$ cat src/rtl/led_scan_driver_pkg.sv
// Shared types and constants for the LED scan driver.
package display_pkg;

   typedef enum logic {
      BLANK = 1'b0,
      DRIVE = 1'b1
   } state_e;

   localparam int NUM_DIGITS = 4;

   localparam logic [3:0] AN_OFF = 4'b1111;
   localparam logic [3:0] AN3    = 4'b0111;
   localparam logic [3:0] AN2    = 4'b1011;
   localparam logic [3:0] AN1    = 4'b1101;
   localparam logic [3:0] AN0    = 4'b1110;

   function automatic logic [3:0] an_sel(input logic [1:0] idx);
      logic [3:0] r;
      r = AN_OFF;
      case (idx)
         2'd3: r = AN3;
         2'd2: r = AN2;
         2'd1: r = AN1;
         2'd0: r = AN0;
         default: r = AN_OFF;
      endcase
      return r;
   endfunction

   function automatic logic [3:0] nib(input logic [15:0] m,
                                      input logic [1:0]  idx);
      return m[{idx, 2'b00} +: 4];
   endfunction

endpackage

$ cat src/rtl/led_scan_driver_scan_timer.sv
// Slot counter and digit index for the LED scan driver.
// Strobes describe what the upcoming clock edge does.
module scan_timer #(
   parameter int DIGIT_CYCLES = 16,
   parameter int BLANK_CYCLES = 2,
   localparam int CW = (DIGIT_CYCLES > 1) ? $clog2(DIGIT_CYCLES) : 1
) (
   input  logic       clk,
   input  logic       reset,
   output logic [1:0] idx_nxt_o,
   output logic       slot_start_o,
   output logic       drive_en_o,
   output logic       frame_wrap_o
);

   logic [CW-1:0] cnt_q, cnt_d;
   logic [1:0]    idx_q, idx_d;
   logic          wrap;

   always_comb begin
      wrap  = (cnt_q == CW'(DIGIT_CYCLES - 1));
      cnt_d = wrap ? '0 : cnt_q + 1'b1;
      idx_d = wrap ? idx_q - 2'd1 : idx_q;
   end

   always_ff @(posedge clk or negedge reset) begin
      if (!reset) begin
         cnt_q <= '0;
         idx_q <= 2'd3;
      end else begin
         cnt_q <= cnt_d;
         idx_q <= idx_d;
      end
   end

   assign idx_nxt_o    = idx_d;
   assign slot_start_o = wrap;
   assign drive_en_o   = (cnt_d == CW'(BLANK_CYCLES));
   assign frame_wrap_o = wrap && (idx_q == 2'd0);

endmodule

$ cat src/rtl/led_scan_driver.sv
// 4-digit multiplexed 7-segment scan driver with frame-aligned
// message update via load/ack handshake.
module led_scan_driver
   import display_pkg::*;
#(
   parameter int DIGIT_CYCLES = 16,
   parameter int BLANK_CYCLES = 2
) (
   input  logic        clk,
   input  logic        reset,
   input  logic [15:0] msg_in,
   input  logic        msg_load,
   output logic        msg_ack,
   output logic [3:0]  char,
   output logic [3:0]  an,
   output logic        frame_done
);

   logic [1:0] idx_nxt;
   logic       slot_start;
   logic       drive_en;
   logic       frame_wrap;

   scan_timer #(
      .DIGIT_CYCLES(DIGIT_CYCLES),
      .BLANK_CYCLES(BLANK_CYCLES)
   ) u_timer (
      .clk         (clk),
      .reset       (reset),
      .idx_nxt_o   (idx_nxt),
      .slot_start_o(slot_start),
      .drive_en_o  (drive_en),
      .frame_wrap_o(frame_wrap)
   );

   state_e      state_q, state_d;
   logic [15:0] disp_q, disp_d;
   logic [15:0] shadow_q, shadow_d;
   logic        pend_q, pend_d;
   logic        ack_q, ack_d;
   logic        fd_q, fd_d;
   logic [3:0]  char_q, char_d;
   logic [3:0]  an_q, an_d;

   always_comb begin
      state_d = state_q;
      if (drive_en)
         state_d = DRIVE;
      else if (slot_start)
         state_d = BLANK;
   end

   // Old shadow commits before a same-edge load overwrites it.
   always_comb begin
      disp_d   = disp_q;
      shadow_d = shadow_q;
      pend_d   = pend_q;
      ack_d    = 1'b0;
      fd_d     = frame_wrap;
      if (frame_wrap && pend_q) begin
         disp_d = shadow_q;
         pend_d = 1'b0;
         ack_d  = 1'b1;
      end
      if (msg_load) begin
         shadow_d = msg_in;
         pend_d   = 1'b1;
      end
   end

   always_comb begin
      char_d = char_q;
      if (slot_start)
         char_d = nib(disp_d, idx_nxt);
      an_d = (state_d == DRIVE) ? an_sel(idx_nxt) : AN_OFF;
   end

   always_ff @(posedge clk or negedge reset) begin
      if (!reset) begin
         state_q  <= BLANK;
         disp_q   <= 16'h0000;
         shadow_q <= 16'h0000;
         pend_q   <= 1'b0;
         ack_q    <= 1'b0;
         fd_q     <= 1'b0;
         char_q   <= 4'h0;
         an_q     <= AN_OFF;
      end else begin
         state_q  <= state_d;
         disp_q   <= disp_d;
         shadow_q <= shadow_d;
         pend_q   <= pend_d;
         ack_q    <= ack_d;
         fd_q     <= fd_d;
         char_q   <= char_d;
         an_q     <= an_d;
      end
   end

   assign msg_ack    = ack_q;
   assign frame_done = fd_q;
   assign char       = char_q;
   assign an         = an_q;

endmodule
$ cat config.mk
export PLATFORM = sky130hd
export DESIGN_NAME = led_scan_driver
export DESIGN_NICKNAME = d
export VERILOG_FILES = /design/src/rtl/led_scan_driver_pkg.sv /design/src/rtl/led_scan_driver_scan_timer.sv /design/src/rtl/led_scan_driver.sv
export SDC_FILE = /design/constraint.sdc
export NUM_CORES = 1
export LEC_CHECK = 0
export CAP_MARGIN = 20
export CELL_PAD_IN_SITES_DETAIL_PLACEMENT = 0
export CELL_PAD_IN_SITES_GLOBAL_PLACEMENT = 1
export CORE_ASPECT_RATIO = 0.5
export CORE_MARGIN = 2
export CORE_UTILIZATION = 44
export DETAILED_ROUTE_END_ITERATION = 7
export PLACE_DENSITY = 0.74
export RECOVER_POWER = 25
export SLEW_MARGIN = 20
export SYNTH_ARGS = -nofsm -noshare
export SYNTH_HDL_FRONTEND = slang
export SYNTH_HIERARCHICAL = 1
export SYNTH_SLANG_ARGS = --single-unit
$ cat constraint.sdc
create_clock -name clk -period 6.74 [get_ports clk]
set_clock_uncertainty 0.15 [all_clocks]
set_input_delay 1.011 -clock clk [delete_from_list [all_inputs] [get_ports clk]]
set_output_delay 1.011 -clock clk [all_outputs]
set_load 0.005 [all_outputs]
Yosys cells after proc, flatten, opt, wreduce, memory -nomap -nowiden
Index checks and enable logic that the tools add are counted.
- register bits after elaboration: 50
- bits in latches: 0
- RAM bits: 0
- ROM bits: 0
- input bits: 19
- output and inout bits: 10
- logic and storage cells: 33
- memories kept: 0
- add/subtract/negate cells: 2
- multiply operators: 0
- divide/modulo/power cells: 0
- magnitude comparators: 0
- equality and inequality tests: 5
- shift-type cells: 1
- multiplexer cells: 10
- bitwise gates (word level): 0
- reductions and logical operators: 5
- operators by type and width (cell ; number):
    $mux 16 ; 1
    $pmux 4 s4 ; 1
    $shiftx 16x5->4 ; 1
    $mux 4 ; 2
    $mux 1 ; 5
    $add 4x1->4 const B ; 1
    $eq 2x2->1 const B ; 2
    $eq 4x2->1 const B ; 1
    $eq 4x4->1 const B ; 1
    $logic_not 2->1 ; 2
    $eq 2x1->1 const B ; 1
    $logic_and 1x1->1 ; 2
    $mux 2 ; 1
    $reduce_bool 2->1 ; 1
    $sub 2x1->2 const B ; 1

Depth between registers and ports, before layout
- word-level depth: 5
- mapped depth: 9
- gate-level depth less buffers: 7

Hierarchy
Netlist, hierarchy kept.
- by module, submodules not included (module ; times used ; cells each ; area each (um2) ; seq. area each (um2)):
    led_scan_driver ; 1 ; 100 ; 1739.2 ; 1106.1
    scan_timer ; 1 ; 28 ; 317.8 ; 152.6

Least setup slack after synthesis
Ideal clock, no wire load.
- path type: reg-to-reg
- start point: register u_timer.cnt_q[0]
- end point: register char_q[0], in the netlist char[0]
- setup time: 125 ps
- arrival: 2411 ps
- data required time: 6465 ps
- setup slack: 4054 ps
- stages on the path, launching flop included: 10
- buffers on the path: 2
- clock period less this slack: 2686 ps
- cell sequence: dfrtp_1 > ha_1 > and3_1 > buf_6 > and2_1 > nand2_4 > buf_8 > mux2_4 > mux4_2 > mux2_4
- cells in the longest elaborated chain, start to end: 5
- elaborated cells on any way between the ends: 6
- classes of those cells: eq/ne: 1; shift: 1; mux: 2; reduce/logical: 2
- ends and longest elaborated chain (item ; RTL line ; text):
    start, declared ; led_scan_driver_scan_timer.sv:16 ; logic [CW-1:0] cnt_q, cnt_d;
    start signal, assigned ; led_scan_driver_scan_timer.sv:31 ; cnt_q <= cnt_d;
    $eq 4x4->1 ; led_scan_driver_scan_timer.sv:21 ; wrap = (cnt_q == CW'(DIGIT_CYCLES - 1));
    net slot_start ; led_scan_driver.sv:20 ; logic slot_start;
    $logic_and 1x1->1 ; led_scan_driver_scan_timer.sv:39 ; assign frame_wrap_o = wrap && (idx_q == 2'd0);
    net fd_d ; led_scan_driver.sv:41 ; logic fd_q, fd_d;
    $logic_and 1x1->1 ; led_scan_driver.sv:60 ; if (frame_wrap && pend_q) begin
    $mux 16 ; led_scan_driver.sv:60 ;
    net disp_d[12] ; led_scan_driver.sv:37 ; logic [15:0] disp_q, disp_d;
    $shiftx 16x5->4 ; led_scan_driver_pkg.sv:32 ; return m[{idx, 2'b00} +: 4];
    end signal, assigned ; led_scan_driver.sv:95 ; char_q <= char_d;
    end, declared ; led_scan_driver.sv:42 ; logic [3:0] char_q, char_d;
The timed path passes the listed nets, and every way through them passes these cells.
A chain may end at the register's enable or synchronous reset.

==> impl_metrics.tcl <==
set metrics [dict create \
    die_w_um 101 \
    cp_num_cells 1 \
    synthXorXnorAreaFrac 0.00852 \
    hold_class "reg2reg" \
    yosys.area_share.simple 0.0438 \
    critical_path_class "in2async" \
    leakage_nw 1.07 \
    crit_fanout 50 \
    grt_max_degree 51 \
    cts_repair_resize_count 0 \
    pwr-share-clk 0.348 \
    hold_viol 0 \
    clock.fmax_mhz 322 \
    yosysSeqAreaShare 0.612 \
    antenna_cells 0 \
    synthAdderAreaFrac 0.0182 \
    rows 17 \
    design_area_sq_um 2460 \
    synth.ff_latch_count 50 \
    layout.nets 179 \
    ir_worst_vdd_mv 0.101 \
    overflow 0 \
    synth_cells 128 \
    clkLatencyLatePin_ns 0.30 \
    worstSetupEndpointType "asynchronous set/reset pin" \
    mostFrequentLayoutCells "dfrtp_1 (44), clkdlybuf4s50_1 (27), mux2_2 (26), mux2_4 (10), inv_1 (8)" \
    cp_slowest_stage_delay_ns 1.79 \
    cts_root_buf "clkbuf_8" \
    slowest_stage "clkbuf_1" \
    syn_nets 150 \
    synthDistinctLibCells 28 \
    cp.required_ns 6.46 \
    relSlewSlack -0.715 \
    area_growth_pct 19.7 \
    clkTransAtPathRegs_ns 0.08 \
    grtUsageTotal 0.137 \
    post-route-period-util 0.461 \
    via_per_inst 4.96 \
    cts_tree "built" \
    grt_pass1_wl_um 5240 \
    vias 1067 \
    cap_violations 1 \
    drt-total-wl_um 3070 \
    synth_mux_area_frac 0.264 \
    violations "max-capacitance violations, max-slew violations" \
    pin_count 29 \
    drt_iter0_drc 13 \
    drive_gt1_frac 0.335 \
    dieArea_sq_um 5270 \
    cp_cell_sequence "clkbuf_1" \
    syn_avg_cell_area_sq_um 16.1 \
    path_delay_family "buffers and inverters" \
    synth_top_family_by_area "multiplexers" \
    yosys_warnings 6 \
    synth_compound_area_frac 0.0164 \
    path_buf_inv 1 \
    htreeDepth 2 \
    final_common_cell "dfrtp_1" \
    drtAntennaViolNets 0 \
    synth_ff_type "dfrtp_1" \
    synth_edf_count 0 \
    hold_buffers 0 \
    placed_cells 207 \
    max-clock-path-buffers 2 \
    numCtsBuffers 5 \
    swShare 0.204 \
    numPortBuffers 28 \
    p_sw_uw 120 \
    dp_hpwl_um 2040 \
    async_flop_share 1.00 \
    cp-start-kind "input port" \
    combPwrFrac 0.091 \
    gp_congestion 0.706 \
    placed_cell_area_sq_um 2360 \
    maxSlewViolCount 51 \
    p_int_uw 469 \
    tightest_slew_ns 2.57 \
    arrival_ns 2.83 \
    syn_area_sq_um 2060 \
    timing.final.ws_setup_ns 3.63 \
    finalCriticalPeriod_ns 3.11 \
    setup_violations 0 \
    final_cells 215 \
    start_util 0.463 \
    dp_slack_ns 3.67 \
    antenna_found_initial 0 \
    p_per_area_nw_per_um2 239 \
    coreArea_sq_um 4450 \
    rr_worst_depth 5 \
    drt-wirelength-per-cell_um 14.3 \
    firstDrtPassIters 2 \
    grt_pass1_vias 1064 \
    hold_depth 1 \
    post_cts_buffers 0 \
    power_frac_seq 0.560 \
    drc_errors 0 \
    die_y_um 52.3 \
    finalSetupTns_ns 0 \
    numClockSinks 50 \
    status "complete, but fails checks" \
    rsz0062_at_grt "false" \
]
==> through the flow <==
stage | hold slack, ns | utilization | power (mW)
6_report | 0.349 | 0.554 | 0.589
3_5_place_dp | 0.328 | 0.530 | 0.392
3_3_place_gp | 0.324 | 0.530 | 0.390
2_1_floorplan | 0.315 | - | 0.364
4_1_cts | 0.354 | 0.554 | 0.597
5_1_grt | 0.368 | 0.554 | 0.617
==> per-layer routing <==
layer  vias up  track usage  wire length [um]
li1        504            -                 -
met1       536        0.192              1610
met2        20        0.197              1290
met3         7       0.0400                98
met4         0       0.0616                64
met5         -            0                 0
==> power groups by stage <==
stage,clock network [mW],registers (mW),logic [mW]
2_1_floorplan,0,0.333,0.0308
3_3_place_gp,0,0.336,0.0541
3_5_place_dp,0,0.336,0.0556
4_1_cts,0.211,0.331,0.0553
5_1_grt,0.224,0.333,0.0596
6_report,0.205,0.330,0.0538
==> cell type report <==
type / instances / area (sq um)
fillers: 376 / 1980
repair buffers: 28 / 274
clock inverters: 1 / 30.0
flip-flops and latches: 50 / 1260
clock buffers: 7 / 76.3
inverters: 8 / 30.0
multi-input cells: 64 / 722
well taps: 57 / 71.3
==> cells by family (layout without fill, tap and decap cells) <==
family                   count (synthesis)  after routing
adder cells (fa/ha/maj)                  3              3
flip-flops                              50             50
AND/OR/NAND/NOR                         14             14
multiplexers                            41             41
XOR/XNOR                                 2              2
AO/OA/AOI/OAI                            4              4
buffers and inverters                   14             44
==> state kept, by name (all words and copies together) (netlist names), 2 cells and up <==
register / flops
shadow_q: 16
u_timer/idx_q: 2
char: 4
an: 4
u_timer/cnt_q: 4
disp_q: 16
==> worst register-to-register path, cell delays in order (launching register included) <==
cell and delay [ns]:
dfrtp_1 0.41, ha_1 0.26, and3_1 0.48, mux2i_1 0.82, mux4_2 0.59, mux2_4 0.26
==> path summary, 6_finish.rpt <==
| check | slack [ns] | startpoint | to |
|---|---|---|---|
| worst max-delay path | 3.63 | reset | disp_q[8] |
| worst max register to register | 3.67 | u_timer/cnt_q[0] | char[0] |
| max in group clk | 3.67 | u_timer/cnt_q[0] | char[0] |
| min in group asynchronous | 1.36 | reset | shadow_q[1] |
| worst min-delay path | 0.35 | disp_q[2] | disp_q[2] |
| worst min register to register | 0.35 | disp_q[2] | disp_q[2] |
==> cell usage after synthesis, types with 2 or more instances <==
master / instances / share of area
a21o_1: 2 / 0.0073
and2_1: 2 / 0.0061
dfrtp_1: 44 / 0.54
dfstp_2: 6 / 0.077
ha_1: 3 / 0.018
inv_1: 8 / 0.015
mux2_2: 26 / 0.14
mux2_4: 10 / 0.073
mux4_2: 4 / 0.044
nand2b_1: 2 / 0.0061
nand3b_1: 3 / 0.011
nor2_1: 2 / 0.0037
Power figures use the tool's default switching activity.
